### src/rtl/sdram_read_arbiter.sv
// Two-master round-robin read arbiter onto one bursting Avalon-MM SDRAM port.
// In-order tag FIFO steers returning beats to the master that issued the burst.
module sdram_read_arbiter #(
  parameter int ADDR_W    = 27,
  parameter int BC_W      = 8,
  parameter int DATA_W    = 256,
  parameter int TAG_DEPTH = 4
) (
  input  logic                         CLOCK,
  input  logic                         reset_n,
  input  logic [ADDR_W-1:0]            m0_address,
  input  logic [BC_W-1:0]              m0_burstcount,
  input  logic                         m0_read,
  output logic                         m0_waitrequest,
  output logic [DATA_W-1:0]            m0_readdata,
  output logic                         m0_readdatavalid,
  input  logic [ADDR_W-1:0]            m1_address,
  input  logic [BC_W-1:0]              m1_burstcount,
  input  logic                         m1_read,
  output logic                         m1_waitrequest,
  output logic [DATA_W-1:0]            m1_readdata,
  output logic                         m1_readdatavalid,
  output logic [ADDR_W-1:0]            sdram_address,
  output logic [BC_W-1:0]              sdram_burstcount,
  output logic                         sdram_read,
  input  logic                         sdram_waitrequest,
  input  logic [DATA_W-1:0]            sdram_readdata,
  input  logic                         sdram_readdatavalid,
  output logic [$clog2(TAG_DEPTH):0]   outstanding,
  output logic                         err_orphan
);

  localparam int PW = $clog2(TAG_DEPTH);
  localparam int CW = PW + 1;

  logic              r_sd_read;
  logic [ADDR_W-1:0] r_sd_addr;
  logic [BC_W-1:0]   r_sd_bc;
  logic              r_last_grant;
  logic [CW-1:0]     r_count;
  logic [PW-1:0]     r_wr;
  logic [PW-1:0]     r_rd;
  logic [BC_W-1:0]   r_beat;
  logic              r_err;
  logic              r_m0_rdv;
  logic              r_m1_rdv;
  logic [DATA_W-1:0] r_m0_data;
  logic [DATA_W-1:0] r_m1_data;

  logic              r_own [TAG_DEPTH];
  logic [BC_W-1:0]   r_bc  [TAG_DEPTH];

  logic              w_can_accept;
  logic              w_gnt1;
  logic              w_accept;
  logic [ADDR_W-1:0] w_addr;
  logic [BC_W-1:0]   w_bc;
  logic              w_push;
  logic              w_empty;
  logic              w_head_own;
  logic [BC_W-1:0]   w_head_bc;
  logic              w_beat;
  logic              w_pop;

  assign w_can_accept = !r_sd_read && (r_count != CW'(TAG_DEPTH));
  // On a tie the grant goes to whoever did not win last time
  assign w_gnt1   = (m0_read && m1_read) ? !r_last_grant : m1_read;
  assign w_accept = w_can_accept && (m0_read || m1_read);
  assign w_addr   = w_gnt1 ? m1_address : m0_address;
  assign w_bc     = w_gnt1 ? m1_burstcount : m0_burstcount;
  assign w_push   = w_accept && (w_bc != '0);

  assign m0_waitrequest = !(w_accept && !w_gnt1);
  assign m1_waitrequest = !(w_accept && w_gnt1);

  assign w_empty    = (r_count == '0);
  assign w_head_own = r_own[r_rd];
  assign w_head_bc  = r_bc[r_rd];
  assign w_beat     = sdram_readdatavalid && !w_empty;
  assign w_pop      = w_beat && (r_beat == w_head_bc - BC_W'(1));

  always_ff @(posedge CLOCK or negedge reset_n) begin
    if (!reset_n) begin
      r_sd_read    <= 1'b0;
      r_sd_addr    <= '0;
      r_sd_bc      <= '0;
      r_last_grant <= 1'b1;
    end else begin
      if (w_accept)
        r_last_grant <= w_gnt1;
      if (w_push) begin
        r_sd_read <= 1'b1;
        r_sd_addr <= w_addr;
        r_sd_bc   <= w_bc;
      end else if (r_sd_read && !sdram_waitrequest) begin
        r_sd_read <= 1'b0;
      end
    end
  end

  // Tag storage is only read while non-empty, so it needs no reset
  always_ff @(posedge CLOCK) begin
    if (w_push) begin
      r_own[r_wr] <= w_gnt1;
      r_bc[r_wr]  <= w_bc;
    end
  end

  always_ff @(posedge CLOCK or negedge reset_n) begin
    if (!reset_n) begin
      r_wr    <= '0;
      r_rd    <= '0;
      r_count <= '0;
      r_beat  <= '0;
    end else begin
      if (w_push)
        r_wr <= r_wr + 1'b1;
      if (w_pop) begin
        r_rd   <= r_rd + 1'b1;
        r_beat <= '0;
      end else if (w_beat) begin
        r_beat <= r_beat + 1'b1;
      end
      unique case ({w_push, w_pop})
        2'b10:   r_count <= r_count + 1'b1;
        2'b01:   r_count <= r_count - 1'b1;
        default: r_count <= r_count;
      endcase
    end
  end

  always_ff @(posedge CLOCK or negedge reset_n) begin
    if (!reset_n) begin
      r_m0_rdv  <= 1'b0;
      r_m1_rdv  <= 1'b0;
      r_m0_data <= '0;
      r_m1_data <= '0;
      r_err     <= 1'b0;
    end else begin
      r_m0_rdv <= w_beat && !w_head_own;
      r_m1_rdv <= w_beat && w_head_own;
      if (w_beat && !w_head_own)
        r_m0_data <= sdram_readdata;
      if (w_beat && w_head_own)
        r_m1_data <= sdram_readdata;
      if (sdram_readdatavalid && w_empty)
        r_err <= 1'b1;
    end
  end

  assign sdram_read       = r_sd_read;
  assign sdram_address    = r_sd_addr;
  assign sdram_burstcount = r_sd_bc;
  assign outstanding      = r_count;
  assign err_orphan       = r_err;
  assign m0_readdatavalid = r_m0_rdv;
  assign m1_readdatavalid = r_m1_rdv;
  assign m0_readdata      = r_m0_data;
  assign m1_readdata      = r_m1_data;

endmodule

### config.mk
export PLATFORM = sky130hd
export DESIGN_NAME = sdram_read_arbiter
export DESIGN_NICKNAME = d
export VERILOG_FILES = /design/src/rtl/sdram_read_arbiter.sv
export SDC_FILE = /design/constraint.sdc
export NUM_CORES = 1
export LEC_CHECK = 0
export CORE_AREA = 5 5 340 342
export CTS_CLUSTER_DIAMETER = 30
export DETAILED_ROUTE_END_ITERATION = 8
export DIE_AREA = 0 0 345 347
export PLACE_DENSITY = 0.55
export SLEW_MARGIN = 20
export SYNTH_ARGS = -nofsm -noshare
export SYNTH_HDL_FRONTEND = slang
export SYNTH_SLANG_ARGS = --single-unit
### constraint.sdc
create_clock -name CLOCK -period 3.15 [get_ports CLOCK]
set_input_delay 0.4725 -clock CLOCK [delete_from_list [all_inputs] [get_ports CLOCK]]
set_output_delay 0.4725 -clock CLOCK [all_outputs]
set_load 0.02 [all_outputs]
# Word level (Yosys, flattened, before mapping)
# Memories as Yosys holds them, arrays and structs flattened.
# Cells that the tools add are included.
op_classes:
  addsub: 6
  n_eq_ne: 4
  mux: 10
  n_reduce_logical: 26
ops:
  columns: ["cell", "count"]
  rows:
  - ["27-bit two-way mux", 1]
  - ["8-bit two-way mux", 3]
  - ["1-bit logical AND", 12]
  - ["8-bit by 1-bit adder with 8-bit output, second input constant", 1]
  - ["8-bit equality test", 1]
  - ["1-bit logical NOT", 8]
  - ["8-bit nonzero test", 1]
  - ["8-bit by 1-bit subtractor with 8-bit output, second input constant", 1]
  - ["3-bit case mux with 2 select lines", 1]
  - ["2-bit nonzero test", 3]
  - ["1-bit two-way mux", 5]
  - ["2-bit by 1-bit adder with 2-bit output, second input constant", 2]
  - ["3-bit by 1-bit adder with 3-bit output, second input constant", 1]
  - ["3-bit logical NOT", 1]
  - ["3-bit != test, second input constant", 1]
  - ["3-bit by 1-bit subtractor with 3-bit output, second input constant", 1]
  - ["2-bit by 1-bit equality test with 1-bit output, second input constant", 1]
  - ["2-bit equality test, second input constant", 1]
  - ["1-bit logical OR", 1]
word_totals:
  regBits: 567
  ram_bits: 36
  input_bits: 332
  out_inout_bits: 556
  elab_cells: 61
  memories: 2
mem_list:
  columns: ["memory", "words", "width", "read_ports", "rd_ports_with_merged_regs", "wr", "line", "source"]
  rows:
  - ["r_bc", 4, 8, 1, 0, 1, "51", "logic [BC_W-1:0] r_bc [TAG_DEPTH];"]
  - ["r_own", 4, 1, 1, 0, 1, "50", "logic r_own [TAG_DEPTH];"]

# Depth between registers and ports, before layout
# Gate-level depths: netlist of the first run.
logic_depth:
  ltp_word: 7
  depth_mapped: 15

# Worst setup path before layout of the first run
# Ideal clock, no wire load.
synth_path:
  path_kind: "reg-to-reg"
  from: "register r_rd[0]"
  to: "register r_count[2] (netlist: outstanding[2])"
  t_arrival_ns: 2.999
  required_ns: 3.070
  slack_ns: 0.071
  path_stages_with_launch: 15
  path_buffers: 1
  synth_period_minus_slack_ns: 3.079
  cell_sequence: "dfrtp_1 > buf_6 > mux4_2 > inv_1 > ha_1 > xnor2_1 > nor4_2 > o211ai_2 > nor2_2 > ha_1 > inv_1 > fa_1 > xor2_1 > nor2_1 > xor2_1"
synth_between:
  elab_chain_cells: 6
  elab_cells_between_ends: 8
synth_rtl:
  columns: ["element", "line", "source"]
  rows:
  - ["from (decl)", "42", "logic [PW-1:0] r_rd;"]
  - ["from (signal assigned)", "119", "r_rd <= r_rd + 1'b1;"]
  - ["memory 4 x 8 bit (*)", null, null]
  - ["8-bit by 1-bit subtractor with 8-bit output (*)", "80", "assign w_pop = w_beat && (r_beat == w_head_bc - BC_W'(1));"]
  - ["8-bit equality test (*)", "80", null]
  - ["1-bit logical AND (*)", "80", null]
  - ["2-bit by 1-bit equality test with 1-bit output / 2-bit equality test (equally long branches)", "124", "unique case ({w_push, w_pop})"]
  - ["3-bit case mux with 2 select lines / 2-bit nonzero test (equally long branches)", null, null]
  - ["to (signal assigned)", "125", "2'b10: r_count <= r_count + 1'b1;"]
  - ["to (signal assigned)", "126", "2'b01: r_count <= r_count - 1'b1;"]
  - ["to (signal assigned)", "127", "default: r_count <= r_count;"]
  - ["to (decl)", "40", "logic [CW-1:0] r_count;"]
# Mark *: on every way between the ends. The rest lies on a longest branch, timed or not.
# A chain may end at the register's enable or synchronous reset.

# Final worst setup path of the first run
# Same ends and word-level chain as after synthesis.

==> qor.yml, run 1 <==
layout_commonest_cell: "clkdlybuf4s50_1"
grt_max_degree: 136
power_mw: 50.96
nets: 3335
status: "finished with violations"
yosys.area.top_type_share_pct: 60.99
ys_types: 50
fp.dieArea_um2: 119700
synth_seq_cells: 603
insertion_delay_ns: 0.73
worstHoldPathType: "input port to register"
drt_iter0_drc: 845
synth-simple-area-share_pct: 14.17
wl_met3_um: 8862
place.gp.congestion: 0.8108
p_leak_nw: 17.69
ys_seq_area_share_pct: 65.76
die_w_um: 345
grt_pass1_vias: 19860
setup_ws_ns: -0.05327
tightestPinTransition_ns: 1.031
min_from: "sdram_waitrequest"
wl_um: 94620
r2r-start: "r_rd[0]"
cts_root_buffer: "clkbuf_16"
synth_top_flop_cell: "dfrtp_1"
rows: 123
rsz0062_at_grt: "yes"
place_hpwl_um: 71840
areaGrowthSynthToFinish_pct: 72.63
syn_inst: 1967
viasPerCell: 4.017
fin_crit_sh_pct: 101.7
syn_nets: 2307
ios: 888
r2r_slack_ns: -0.05
synth_fa_ha_area_share_pct: 0.4634
start_kind: "register"
pre_cts_ws_ns: -0.2287
m1WireLength_um: 38420
fp.dieH_um: 347
synth_compound_area_share_pct: 1.444
yosys_warnings: 0
hold_viol_final: 0
core_um2: 112000
whs_endpoint: "sdram_read"
endpoint_kind: "register"
drive_gt1_share_pct: 20.61
cts_buffers: 156
cp_max_fo: 7
cap_violations: 0
worstSetupPathType: "register to register"
drc: 0
grtUsageTotal_pct: 15.34
dr.pass1.iters: 5
clock.fmax_mhz: 312.2
h-tree-depth: 4
async_flop_share_pct: 94.03
synth_xor_area_share_pct: 0.6035
violations: "setup timing"
final-setup-viol-count: 2
vias: 18640
ant_nets: 0
drv_slew: 0
top_layer: "met5"
yosysTopAreaCell: "dfrtp_1"
tritoncts: "done"
gr-total-overflow: 0
initial_core_util_pct: 20.73
synth_edf_count: 36
synth_top_family_by_area: "multiplexers"
crit_start: "r_rd[0]"
cts_sinks: 603
wl_per_cell_um: 20.40
grt_pass1_wl_um: 137600
synth_area_um2: 23220
antenna_found_initial: 39
cts_max_path_buffers: 3
io_buffers: 887
routed-wl-met2_um: 44860
regToRegEndpoint: "outstanding[2]"
avgSynthCellArea_um2: 11.81
relSlewSlack_pct: 31.24
mostFrequentLayoutCells: "clkdlybuf4s50_1 (885), nand2_1 (810), dfrtp_1 (565)"
clk_pin_slew_ns: 0.04
layout_min_cycle_time_ns: 3.203
fin_util_pct: 35.78
p_per_area_nw_per_um2: 1271
irDropWorstVdd_uv: 597.5
skew_ns: 0.03928
critical_path_arrival_ns: 3.85
muxShareOfSynthArea_pct: 15.33
synthTopCellsByArea: "dfrtp_1 (61%), nand2_1 (13%), mux2_2 (13%)"
r2r.worst_path.cells: 12
hold_path_depth: 3
cp.required_ns: 3.80
-- cell families (layout without fill, tap and decap cells) --
logic type                 count (synthesis)  in the layout
and+or+nand+nor                          855            855
DFF                                      603            603
muxes                                    307            307
buffers and inverters                    122           1279
AOI/OAI and AO/OA                         56             56
xor gates and xnor gates                  16             16
adders and majority gates                  8              8
other                                      0             15
-- metal layers --
metal,track usage (%),up-vias
li1,-,8542
met1,18.29,9123
met2,24.17,774
met3,6.982,191
met4,6.190,6
met5,0,-
-- state kept, by name, indices dropped and copies added, names as in the netlist --
| name | flops |
|---|---|
| r_rd | 2 |
| sdram_burstcount | 8 |
| err_orphan | 1 |
| r_own | 4 |
| m0_readdatavalid | 1 |
| sdram_read | 1 |
| r_bc | 32 |
| r_beat | 8 |
| m1_readdata | 256 |
| sdram_address | 27 |
| m0_readdata | 256 |
| r_wr | 2 |
| r_last_grant | 1 |
| m1_readdatavalid | 1 |
| outstanding | 3 |
-- cell usage after synthesis (13+ instances only) --
| master | n |
|---|---|
| dfrtp_1 | 566 |
| nand2_1 | 811 |
| buf_2 | 24 |
| mux2i_1 | 29 |
| clkbuf_1 | 68 |
| inv_1 | 22 |
| edfxtp_1 | 36 |
| mux2_2 | 268 |
| nor2_1 | 15 |
| o21ai_0 | 33 |
| xnor2_1 | 13 |
-- layout make-up --
class	instances	area (um^2)
Antenna cell	15	37.54
Inverter	23	93.84
Clock inverter	76	1075
Sequential cell	603	15270
Tap cell	1500	1877
Fill cell	11140	71950
Multi-Input combinational cell	1242	7511
Clock buffer	211	4420
Timing Repair Buffer	969	9799
-- critical path, cell delays in order, from the launching register on --
cell,delay (ns)
dfrtp_2,0.46
mux4_1,0.68
xnor2_2,0.20
xnor2_2,0.15
nor4_2,0.34
o211ai_2,0.17
nor2_2,0.15
ha_2,0.20
inv_2,0.04
fa_2,0.33
xor2_1,0.14
nor2_1,0.11
xor2_1,0.15
-- per-stage QoR --
step	cells	cell area, um^2	TNS (ns)	hold slack [ns]
after global placement	4332	34460	-0.1902	0.4457
after detailed placement	4332	34460	-0.2831	0.4593
after floorplan	1967	23220	0	0.1769
final	4639	40090	-0.08419	0.2855
after global routing	4636	40080	-0.4658	0.2460
after CTS	4624	40030	-0.06179	0.2051
-- how the worst max path moves through the flow --
stage                           to  slack, ns
floorplan           outstanding[2]       0.07
global placement    outstanding[2]      -0.17
detailed placement  outstanding[2]      -0.23
CTS                 outstanding[2]      -0.06
global route        outstanding[2]      -0.25
finish              outstanding[2]      -0.05
-- timing repair --
item / CTS / global route
pin swaps: 7 / 6
hold buffers: 1 / 0
endpoints found under the setup margin: 2 / 3
buffers inserted: 4 / 0
endpoints found under the hold margin: 47 / 0
gates resized for setup: 12 / 4
-- report_power, final --
part	total, mW	switching (mW)	internal (mW)	leakage (nW)
Clock	16.2	5.16	11.0	2.65
Combinational	21.0	11.0	9.98	7.85
Sequential	13.8	2.23	11.6	7.18
Power figures use the tool's default switching activity.
==> run 2, diff against run 1 <==
- clock period: 3.15 -> 2.8 ns (I/O delays scaled with it)
==> run 2 against run 1 <==
  * The flow still finishes with violations (setup timing)
  * Critical path depth rose by 2
  * Worst setup slack got worse by 0.23 ns
  * Maximum frequency rose by 3.8%
==> qor.yml, run 2 (synthesized netlist as in run 1, its figures left out) <==
setup_tns_ns: -0.4542  # was -0.08419 ns
multi_input_area_um2: 7551  # was 7511 um^2
worstSetupPathType: "register to register"  # unchanged
gr-total-overflow: 0  # unchanged
fin_crit_sh_pct: 110.2  # was 101.7%
areaGrowthSynthToFinish_pct: 74.35  # was 72.63%
core_um2: 112000  # unchanged
tightestPinTransition_ns: 0.7900  # was 1.031 ns
crit_top_cell: "xor2_1"
crit_buf_inv: 3  # was 1
cp_max_fo: 5  # was 7
r2r.worst_path.cells: 14  # was 12
cts_sinks: 603  # unchanged
die_w_um: 345  # unchanged
fillers: 11140  # about the same
ant_nets: 0  # unchanged
start_kind: "register"  # unchanged
cp.required_ns: 3.45  # was 3.80 ns
violations: "setup timing"  # unchanged
ios: 888  # unchanged
initial_core_util_pct: 20.73  # unchanged
wl_per_cell_um: 21.24  # was 20.40 um
io_buffers: 887  # unchanged
vias: 19070  # was 18640
tritoncts: "done"  # unchanged
p_per_area_nw_per_um2: 1441  # was 1271 nW/um^2
irDropWorstVdd_uv: 737.3  # was 597.5 uV
r2r_slack_ns: -0.29  # was -0.05 ns
fp.dieH_um: 347  # unchanged
skew_ns: 0.04971  # was 0.03928 ns
cts_max_path_buffers: 3  # unchanged
drc: 0  # unchanged
power_mw: 58.33  # was 50.96 mW
clock.fmax_mhz: 324.0  # was 312.2 MHz
layout_min_cycle_time_ns: 3.087  # was 3.203 ns
viasPerCell: 4.086  # was 4.017
regArea_um2: 15270  # about the same
cts_root_buffer: "clkbuf_16"  # unchanged
crit_family: "simple AND/OR/NAND/NOR gates"  # was multiplexers
relSlewSlack_pct: 47.33  # was 31.24%
drv_slew: 0  # unchanged
clk_pin_slew_ns: 0.05  # was 0.04 ns
layout_commonest_cell: "clkdlybuf4s50_1"  # unchanged
stdcell_count: 4667  # was 4639
fp.dieArea_um2: 119700  # unchanged
cp_slowest_cell: "mux4_2"  # was mux4_1
final-setup-viol-count: 2  # unchanged
place.gp.congestion: 0.8288  # was 0.8108
regToRegEndpoint: "outstanding[2]"  # unchanged
nets: 3362  # was 3335
critical_path_arrival_ns: 3.73  # was 3.85 ns
p_leak_nw: 17.89  # was 17.69 nW
drt_iter0_drc: 977  # was 845
crit_path_max_incr_delay_ns: 0.55  # was 0.68 ns
cts_buffers: 161  # was 156
worstHoldPathType: "input port to async pin"  # was input port to register
grt_pass1_vias: 20270  # was 19860
h-tree-depth: 4  # unchanged
antenna_found_initial: 38  # was 39
cp_cell_sequence: "buf_12 > mux4_2 > nor3_4 > buf_6 > and3_2 > o21a_1 > o211ai_2 > nor2_4 > ha_4 > inv_2 > fa_2 > xor2_1 > nor2_1 > xor2_1"  # was mux4_1 > xnor2_2 > xnor2_2 > nor4_2 > o211ai_2 > nor2_2 > ha_2 > inv_2 > fa_2 > xor2_1 > nor2_1 > xor2_1
cap_violations: 0  # unchanged
rows: 123  # unchanged
hold_viol_final: 0  # unchanged
r2r-start: "r_rd[0]"  # unchanged
place_inst: 4353  # was 4332
dr.pass1.iters: 5  # unchanged
grt_max_degree: 94  # was 136
rsz0062_at_grt: "yes"  # unchanged
grtUsageTotal_pct: 16.02  # was 15.34%
status: "finished with violations"  # unchanged
place_hpwl_um: 75080  # was 71840 um
mostFrequentLayoutCells: "clkdlybuf4s50_1 (884), nand2_1 (810), dfrtp_1 (564)"  # was clkdlybuf4s50_1 (885), nand2_1 (810), dfrtp_1 (565)
wl_um: 99110  # was 94620 um
insertion_delay_ns: 0.73  # about the same
endpoint_kind: "register"  # unchanged
drive_gt1_share_pct: 21.59  # was 20.61%
grt_pass1_wl_um: 142700  # was 137600 um
setup_ws_ns: -0.2868  # was -0.05327 ns
-- run 2: layer usage --
metal  vias up  part of all wire (%)  track usage (%)
met5         -                 0.013                0
met4         2                   2.6            6.894
met3       174                   8.8            6.522
met2       805                    48            25.50
met1      9489                    41            19.19
li1       8601                     -                -
-- run 2: worst max path at each step --
stage | from | to | slack (ns) | cells after the start
after floorplan | r_rd[0] | outstanding[2] | -0.26 | 15
after global routing | r_rd[0] | outstanding[2] | -0.42 | 14
final | r_rd[0] | outstanding[2] | -0.29 | 14
after detailed placement | r_rd[0] | outstanding[2] | -0.60 | 12
after CTS | r_rd[0] | outstanding[2] | -0.34 | 14
after global placement | r_rd[0] | outstanding[2] | -0.55 | 12
-- run 2: power by group --
part | leakage, nW | total, mW | internal (mW) | switching (mW)
sequential | 7.18 | 15.7 | 13.0 | 2.66
combinational | 7.99 | 23.9 | 11.4 | 12.5
clock | 2.72 | 18.7 | 12.8 | 5.91
-- run 2: final cells by class --
type,count,area share [%]
Clock buffer,208,10.93
Timing Repair Buffer,991,24.75
Clock inverter,83,2.970
Tap cell,1500,4.636
Inverter,23,0.2318
Antenna cell,17,0.1051
Sequential cell,603,37.73
Multi-Input combinational cell,1242,18.65
-- run 2: repair_timing --
action	4_1_cts	5_1_grt
pin swaps	5	4
endpoints found under the hold margin	98	0
gates resized for setup	11	18
setup buffers	5	1
hold buffers	1	0
setup endpoints to repair	19	29
gates cloned	0	0
-- run 2: per-stage QoR --
step                utilization, %  hold WS [ns]  setup WS, ns  area [um^2]
floorplan                        -        0.1244       -0.2558        23250
global placement             30.97        0.3818       -0.5549        34690
detailed placement           30.97        0.3802       -0.6008        34690
CTS                          36.04        0.1556       -0.3399        40380
global route                 36.13        0.1784       -0.4164        40480
finish                       36.14        0.2165       -0.2868        40490
